**src/rtl/uart_tx_queue.sv**
```systemverilog
// Byte FIFO plus transmit sequencer feeding the UART transmitter one frame at a time.
// Define UART_TXQ_STATS_EN to add saturating drop_count / retry_count outputs.
module uart_tx_queue #(
   parameter int DEPTH_LOG2   = 4,
   parameter int WAIT_TIMEOUT = 16
) (
   input  logic                  clk,
   input  logic                  reset,
   input  logic [7:0]            wr_data,
   input  logic                  wr_en,
   output logic                  full,
   output logic                  empty,
   output logic [DEPTH_LOG2:0]   level,
   output logic                  overflow,
   output logic [7:0]            tx_data,
   output logic                  tx_ena,
   input  logic                  tx_sending,
   input  logic                  tx_sent,
`ifdef UART_TXQ_STATS_EN
   output logic [15:0]           drop_count,
   output logic [7:0]            retry_count,
`endif
   output logic                  idle
);
   localparam int                  DEPTH      = 1 << DEPTH_LOG2;
   localparam logic [DEPTH_LOG2:0] LEVEL_FULL = (DEPTH_LOG2+1)'(DEPTH);
   localparam logic [7:0]          TMO_LAST   = 8'(WAIT_TIMEOUT - 1);

   typedef enum logic [2:0] {IDLE, LOAD, START, WAIT_BUSY, WAIT_DONE} state_t;
   state_t state, state_nxt;

   logic [7:0]            mem [DEPTH];
   logic [DEPTH_LOG2-1:0] rd_ptr, wr_ptr;
   logic [7:0]            tmo_cnt;
   logic                  sending_q, sent_q;
   logic                  pop, push, drop, tmo_hit, done_edge, cnt_clr, cnt_inc;

   assign full      = (level == LEVEL_FULL);
   assign empty     = (level == '0);
   assign pop       = (state == LOAD) && !empty;
   // A pop in the same cycle frees a slot, so a write while full still lands.
   assign push      = wr_en && (!full || pop);
   assign drop      = wr_en && full && !pop;
   assign done_edge = (!sent_q && tx_sent) || (sending_q && !tx_sending);
   assign tmo_hit   = (state == WAIT_BUSY) && !tx_sending && (tmo_cnt == TMO_LAST);
   assign idle      = (state == IDLE) && empty;

   always_comb begin
      state_nxt = state;
      tx_ena    = 1'b0;
      cnt_clr   = 1'b0;
      cnt_inc   = 1'b0;
      unique case (state)
         IDLE:      if (!empty) state_nxt = LOAD;
         LOAD:      state_nxt = START;
         START: begin
            tx_ena    = 1'b1;
            cnt_clr   = 1'b1;
            state_nxt = WAIT_BUSY;
         end
         WAIT_BUSY: begin
            if (tx_sending)   state_nxt = WAIT_DONE;
            else if (tmo_hit) state_nxt = START;
            else              cnt_inc   = 1'b1;
         end
         WAIT_DONE: if (done_edge) state_nxt = IDLE;
         default:   state_nxt = IDLE;
      endcase
   end

   always_ff @(posedge clk) begin
      if (reset) begin
         state     <= IDLE;
         rd_ptr    <= '0;
         wr_ptr    <= '0;
         level     <= '0;
         overflow  <= 1'b0;
         tx_data   <= 8'h00;
         tmo_cnt   <= 8'h00;
         sending_q <= 1'b0;
         sent_q    <= 1'b0;
      end else begin
         state     <= state_nxt;
         overflow  <= drop;
         sending_q <= tx_sending;
         sent_q    <= tx_sent;
         if (push) wr_ptr <= wr_ptr + DEPTH_LOG2'(1);
         if (pop) begin
            rd_ptr  <= rd_ptr + DEPTH_LOG2'(1);
            tx_data <= mem[rd_ptr];
         end
         if (push && !pop)      level <= level + (DEPTH_LOG2+1)'(1);
         else if (pop && !push) level <= level - (DEPTH_LOG2+1)'(1);
         if (cnt_clr)      tmo_cnt <= 8'h00;
         else if (cnt_inc) tmo_cnt <= tmo_cnt + 8'd1;
      end
   end

   always_ff @(posedge clk) begin
      if (push) mem[wr_ptr] <= wr_data;
   end

`ifdef UART_TXQ_STATS_EN
   function automatic logic [15:0] sat_inc16(input logic [15:0] v);
      return (v == 16'hFFFF) ? v : v + 16'd1;
   endfunction

   function automatic logic [7:0] sat_inc8(input logic [7:0] v);
      return (v == 8'hFF) ? v : v + 8'd1;
   endfunction

   always_ff @(posedge clk) begin
      if (reset) begin
         drop_count  <= 16'h0000;
         retry_count <= 8'h00;
      end else begin
         if (drop)    drop_count  <= sat_inc16(drop_count);
         if (tmo_hit) retry_count <= sat_inc8(retry_count);
      end
   end
`endif

endmodule

```
**config.mk**
```make
export PLATFORM = sky130hd
export DESIGN_NAME = uart_tx_queue
export DESIGN_NICKNAME = d
export VERILOG_FILES = /design/src/rtl/uart_tx_queue.sv
export SDC_FILE = /design/constraint.sdc
export NUM_CORES = 1
export LEC_CHECK = 0
export ABC_CLOCK_PERIOD_IN_PS = 2700
export BUFFER_PORTS_ARGS = -buffer_cell sky130_fd_sc_hd__buf_4
export CORE_MARGIN = 3
export CORE_UTILIZATION = 35
export CTS_CLUSTER_SIZE = 28
export DETAILED_ROUTE_END_ITERATION = 16
export GPL_TIMING_DRIVEN = 0
export RECOVER_POWER = 50
export SLEW_MARGIN = 20
export SYNTH_ARGS = -nofsm -noshare
export SYNTH_HDL_FRONTEND = slang
export SYNTH_SLANG_ARGS = --single-unit
```
**constraint.sdc**
```tcl
create_clock -name clk -period 2.7 [get_ports clk]
set_clock_uncertainty 0.05 [all_clocks]
set_input_delay 0 -clock clk [delete_from_list [all_inputs] [get_ports clk]]
set_output_delay 0 -clock clk [all_outputs]
set_load 0.1 [all_outputs]
```
==> qor.tcl <==
set qor(run_status) {finished clean}
set qor(syn_inst) 427
set qor(cp-startpoint) {state[2]}
set qor(antennaDiodeCount) 0
set qor(critical_path_peak_fanout) 4
set qor(placed_wire_length_estimate_microns) 9030
set qor(maximum_number_of_pins_on_one_net_before_global_route_repair) 17
set qor(yosys_warnings) 0
set qor(netlist_top_cells_area) {sky130_fd_sc_hd__edfxtp_1 (58%), sky130_fd_sc_hd__dfxtp_1 (11%), sky130_fd_sc_hd__mux2i_1 (5.6%), sky130_fd_sc_hd__mux4_2 (5.4%), sky130_fd_sc_hd__nor2_1 (3.0%)}
set qor(numClockSinks) 163
set qor(worstPathCellList) {or3b_4 > a31oi_4 > ha_4 > inv_4 > fa_2 > a21o_1 > a21oi_2 > mux2i_1 > mux2_2}
set qor(worst-r2r-setup-slack_ps) 60
set qor(critPathBufInv) 1
set qor(min_to) {state[1]}
set qor(ys.flop_type) {sky130_fd_sc_hd__edfxtp_1}
set qor(max_stage_delay_ps) 440
set qor(worst_ep_arrival_time_ps) 2890
set qor(syn_area_per_cell_sq_um) 15.6
set qor(timing.final.hold_violations) 0
set qor(holdCritStartpoint) {tx_sending}
set qor(final_antenna_net_count) 0
set qor(floorplan.die_area_sq_um) 20700
set qor(worst_r2r_path_depth) 9
set qor(worst_ep_required_time_ps) 2960
set qor(clk_pin_slew_worst_paths_ps) 60
set qor(timing.setup.critical_path_class) {flop to flop}
set qor(clockRootBuffer) {sky130_fd_sc_hd__clkbuf_16}
set qor(synth_xor_xnor_area_share) 0.0184
set qor(drive_above_1_share) 0.200
set qor(grt.overflow.total) 0
set qor(power.share.sequential) 0.373
set qor(maxCapViolations) 0
set qor(route.vias.total) 3803
set qor(first_pass_iters) 4
set qor(power.share.combinational) 0.311
set qor(final-max-slew-violation-count) 0
set qor(timing.hold.worst.class) {primary input to flop}
set qor(grt_pass1_wl_microns) 21800
set qor(power_per_cell_area_nw_per_um2) 1020
set qor(power.net_switching_mw) 2.88
set qor(clock_tree_buffer_depth) 2
set qor(min_period_over_period) 0.976
set qor(worst_hold_path.num_cells) 4
set qor(cts_tree) {built}
set qor(worst-slew-pin-transition_ps) 1190
set qor(total_leakage_power_nw) 2.55
set qor(achievable-frequency_mhz) 379
set qor(timing.critical_path.from_type) {flop}
set qor(worstSetupEndpointType) {flop}
set qor(path_delay_family) {multiplexers}
set qor(drt-vias-per-instance) 5.14
set qor(ios) 31
set qor(design.core.area_sq_um) 18300
set qor(grt_setup_unrepaired) {true}
set qor(die_height_microns) 144
set qor(start_util) 0.363
set qor(post_layout_nonfiller_instances) 740
set qor(gr-usage-all-layers) 0.143
set qor(number_of_antenna_violations_at_the_first_check_in_global_routing) 0
set qor(p_clk_frac) 0.316
set qor(fraction_of_power_spent_switching_nets) 0.352
set qor(cts-buffers-inserted) 17
set qor(yosys-mux-area-fraction) 0.111
set qor(cts_htree_levels) 4
set qor(peakVddDrop_mv) 0.519
set qor(slew_headroom) 0.210
set qor(timing.final.crit_period_ps) 2640
set qor(number_of_buffers_inserted_by_port_buffering) 30
set qor(synth-edff-count) 128
set qor(worst_r2r_startpoint) {state[2]}
set qor(numPlacedInstances) 686
set qor(synth_adder_area_share) 0.0218
set qor(gp_congestion) 0.789
set qor(synth_most_common_cell) {sky130_fd_sc_hd__edfxtp_1}
set qor(drt_iter0_markers) 364
set qor(die_w_microns) 144
set qor(postSynth.asyncResetShare) 0
set qor(largest_family_of_logic_cells_by_synthesized_area) {multiplexers}
set qor(clk_latency_ps) 420
set qor(first_global_vias) 3779
set qor(pre_cts_slack_ps) -479
set qor(compound_gate_fraction_of_synth_area) 0.0600
set qor(routed_wirelength_microns) 14000
set qor(synth_seq_area_share) 0.683
set qor(yosysTopAreaCell) {sky130_fd_sc_hd__edfxtp_1}
set qor(regToRegEndpoint) {level[4]}
set qor(synth_top_area_share) 0.577
set qor(drc_violations_left) 0
set qor(p_total_mw) 8.19
set qor(layout_setup_ws_ps) 64.3
set qor(num-nets-final) 524
set qor(final-setup-viol-count) 0
set qor(cp_slowest_cell) {sky130_fd_sc_hd__or3b_4}
set qor(synth-simple-area-share) 0.0793
set qor(core.rowCount) 49
set qor(synth_common_cells) {sky130_fd_sc_hd__edfxtp_1 (128), sky130_fd_sc_hd__nor2_1 (54), sky130_fd_sc_hd__mux2i_1 (37), sky130_fd_sc_hd__dfxtp_1 (35)}
set qor(final_core_occ) 0.436
set qor(internal_power_consumption_mw) 5.31
set qor(number_of_different_library_cells_in_the_post_synthesis_netlist) 51
set qor(mappedNetlistArea_sq_um) 6660
set qor(syn-num-nets) 451
set qor(fin_worst_hold_slack_ps) 406
set qor(area_growth_pct) 20.2
set qor(ys_seq_elements) 163
set qor(routed_wire_length_per_instance_microns) 19.0
per-layer routing:
layer / global-route usage / vias to the layer above / routed length (microns)
li1: - / 1787 / -
met2: 0.232 / 93 / 6740
met5: 0 / - / 0
met3: 0.0276 / 19 / 789
met1: 0.193 / 1904 / 6260
met4: 0.0505 / 0 / 235
registers in the layout, indices dropped and copies added (netlist names), 3 cells and up:
| signal | count |
|---|---|
| wr_ptr | 4 |
| tx_data | 8 |
| tmo_cnt | 8 |
| rd_ptr | 4 |
| mem | 128 |
| state | 3 |
| level | 5 |
power groups by stage:
stage | registers (mW) | logic, mW | clock network [mW]
floorplan | 3.65 | 1.35 | 0
global placement | 3.10 | 2.44 | 0
detailed placement | 3.11 | 2.46 | 0
CTS | 3.06 | 2.63 | 2.63
global route | 3.08 | 2.74 | 2.74
finish | 3.05 | 2.54 | 2.59
worst reg2reg max path, cell delays in order (launching register included):
cell	delay, ps
sky130_fd_sc_hd__dfxtp_4	340
sky130_fd_sc_hd__or3b_4	440
sky130_fd_sc_hd__a31oi_4	210
sky130_fd_sc_hd__ha_4	170
sky130_fd_sc_hd__inv_4	50
sky130_fd_sc_hd__fa_2	360
sky130_fd_sc_hd__a21o_1	200
sky130_fd_sc_hd__a21oi_2	140
sky130_fd_sc_hd__mux2i_1	220
sky130_fd_sc_hd__mux2_2	340
cell usage in the layout, fill, tap and decap left out, types with 14 or more instances in the layout:
cell type,synthesis,final
sky130_fd_sc_hd__edfxtp_1,128,128
sky130_fd_sc_hd__clkbuf_16,0,17
sky130_fd_sc_hd__mux4_2,16,16
sky130_fd_sc_hd__dlygate4sd3_1,0,14
sky130_fd_sc_hd__mux2i_1,37,37
sky130_fd_sc_hd__nor2_1,54,53
sky130_fd_sc_hd__buf_4,2,19
sky130_fd_sc_hd__clkbuf_1,8,33
sky130_fd_sc_hd__dfxtp_1,35,27
sky130_fd_sc_hd__o22ai_1,16,16
final cells by class:
type                            instances  area (sq um)
Timing Repair Buffer                   56           362
Tap cell                              229           287
Fill cell                            1637         10300
Multi-Input combinational cell        234          1990
Buffer                                 21           128
Sequential cell                       163          4570
Inverter                                7          28.8
Clock inverter                         13           209
Clock buffer                           17           425
kinds of logic (layout without fill, tap and decap cells):
family                     Yosys count  in the layout
adders and majority gates           11             11
and+or+nand+nor                    105            105
muxes                               54             54
buffers and inverters               30            114
DFF                                163            163
AOI/OAI and AO/OA                   50             50
xor gates and xnor gates            14             14
through the flow:
stage          cell area (sq um)  TNS [ps]
2_1_floorplan               6680      -176
3_3_place_gp                7190     -5150
3_5_place_dp                7210      -620
4_1_cts                     8100         0
5_1_grt                     8000     -25.5
6_report                    8000         0
worst max path at each step:
stage / cells after the start / slack (ps) / end
2_1_floorplan: 12 / -180 / level[4]
3_3_place_gp: 12 / -480 / level[4]
3_5_place_dp: 12 / -480 / level[4]
4_1_cts: 12 / 4 / level[4]
5_1_grt: 9 / -30 / level[4]
6_report: 9 / 60 / level[4]
what timing repair did:
item,in CTS,in global routing
endpoints found under the setup margin,2,2
resized for setup,9,4
hold buffers,14,0
pin swaps,4,6
hold endpoints to repair,136,0
setup buffers,11,1
gates cloned,0,0
(Power assumes the default switching activity.)
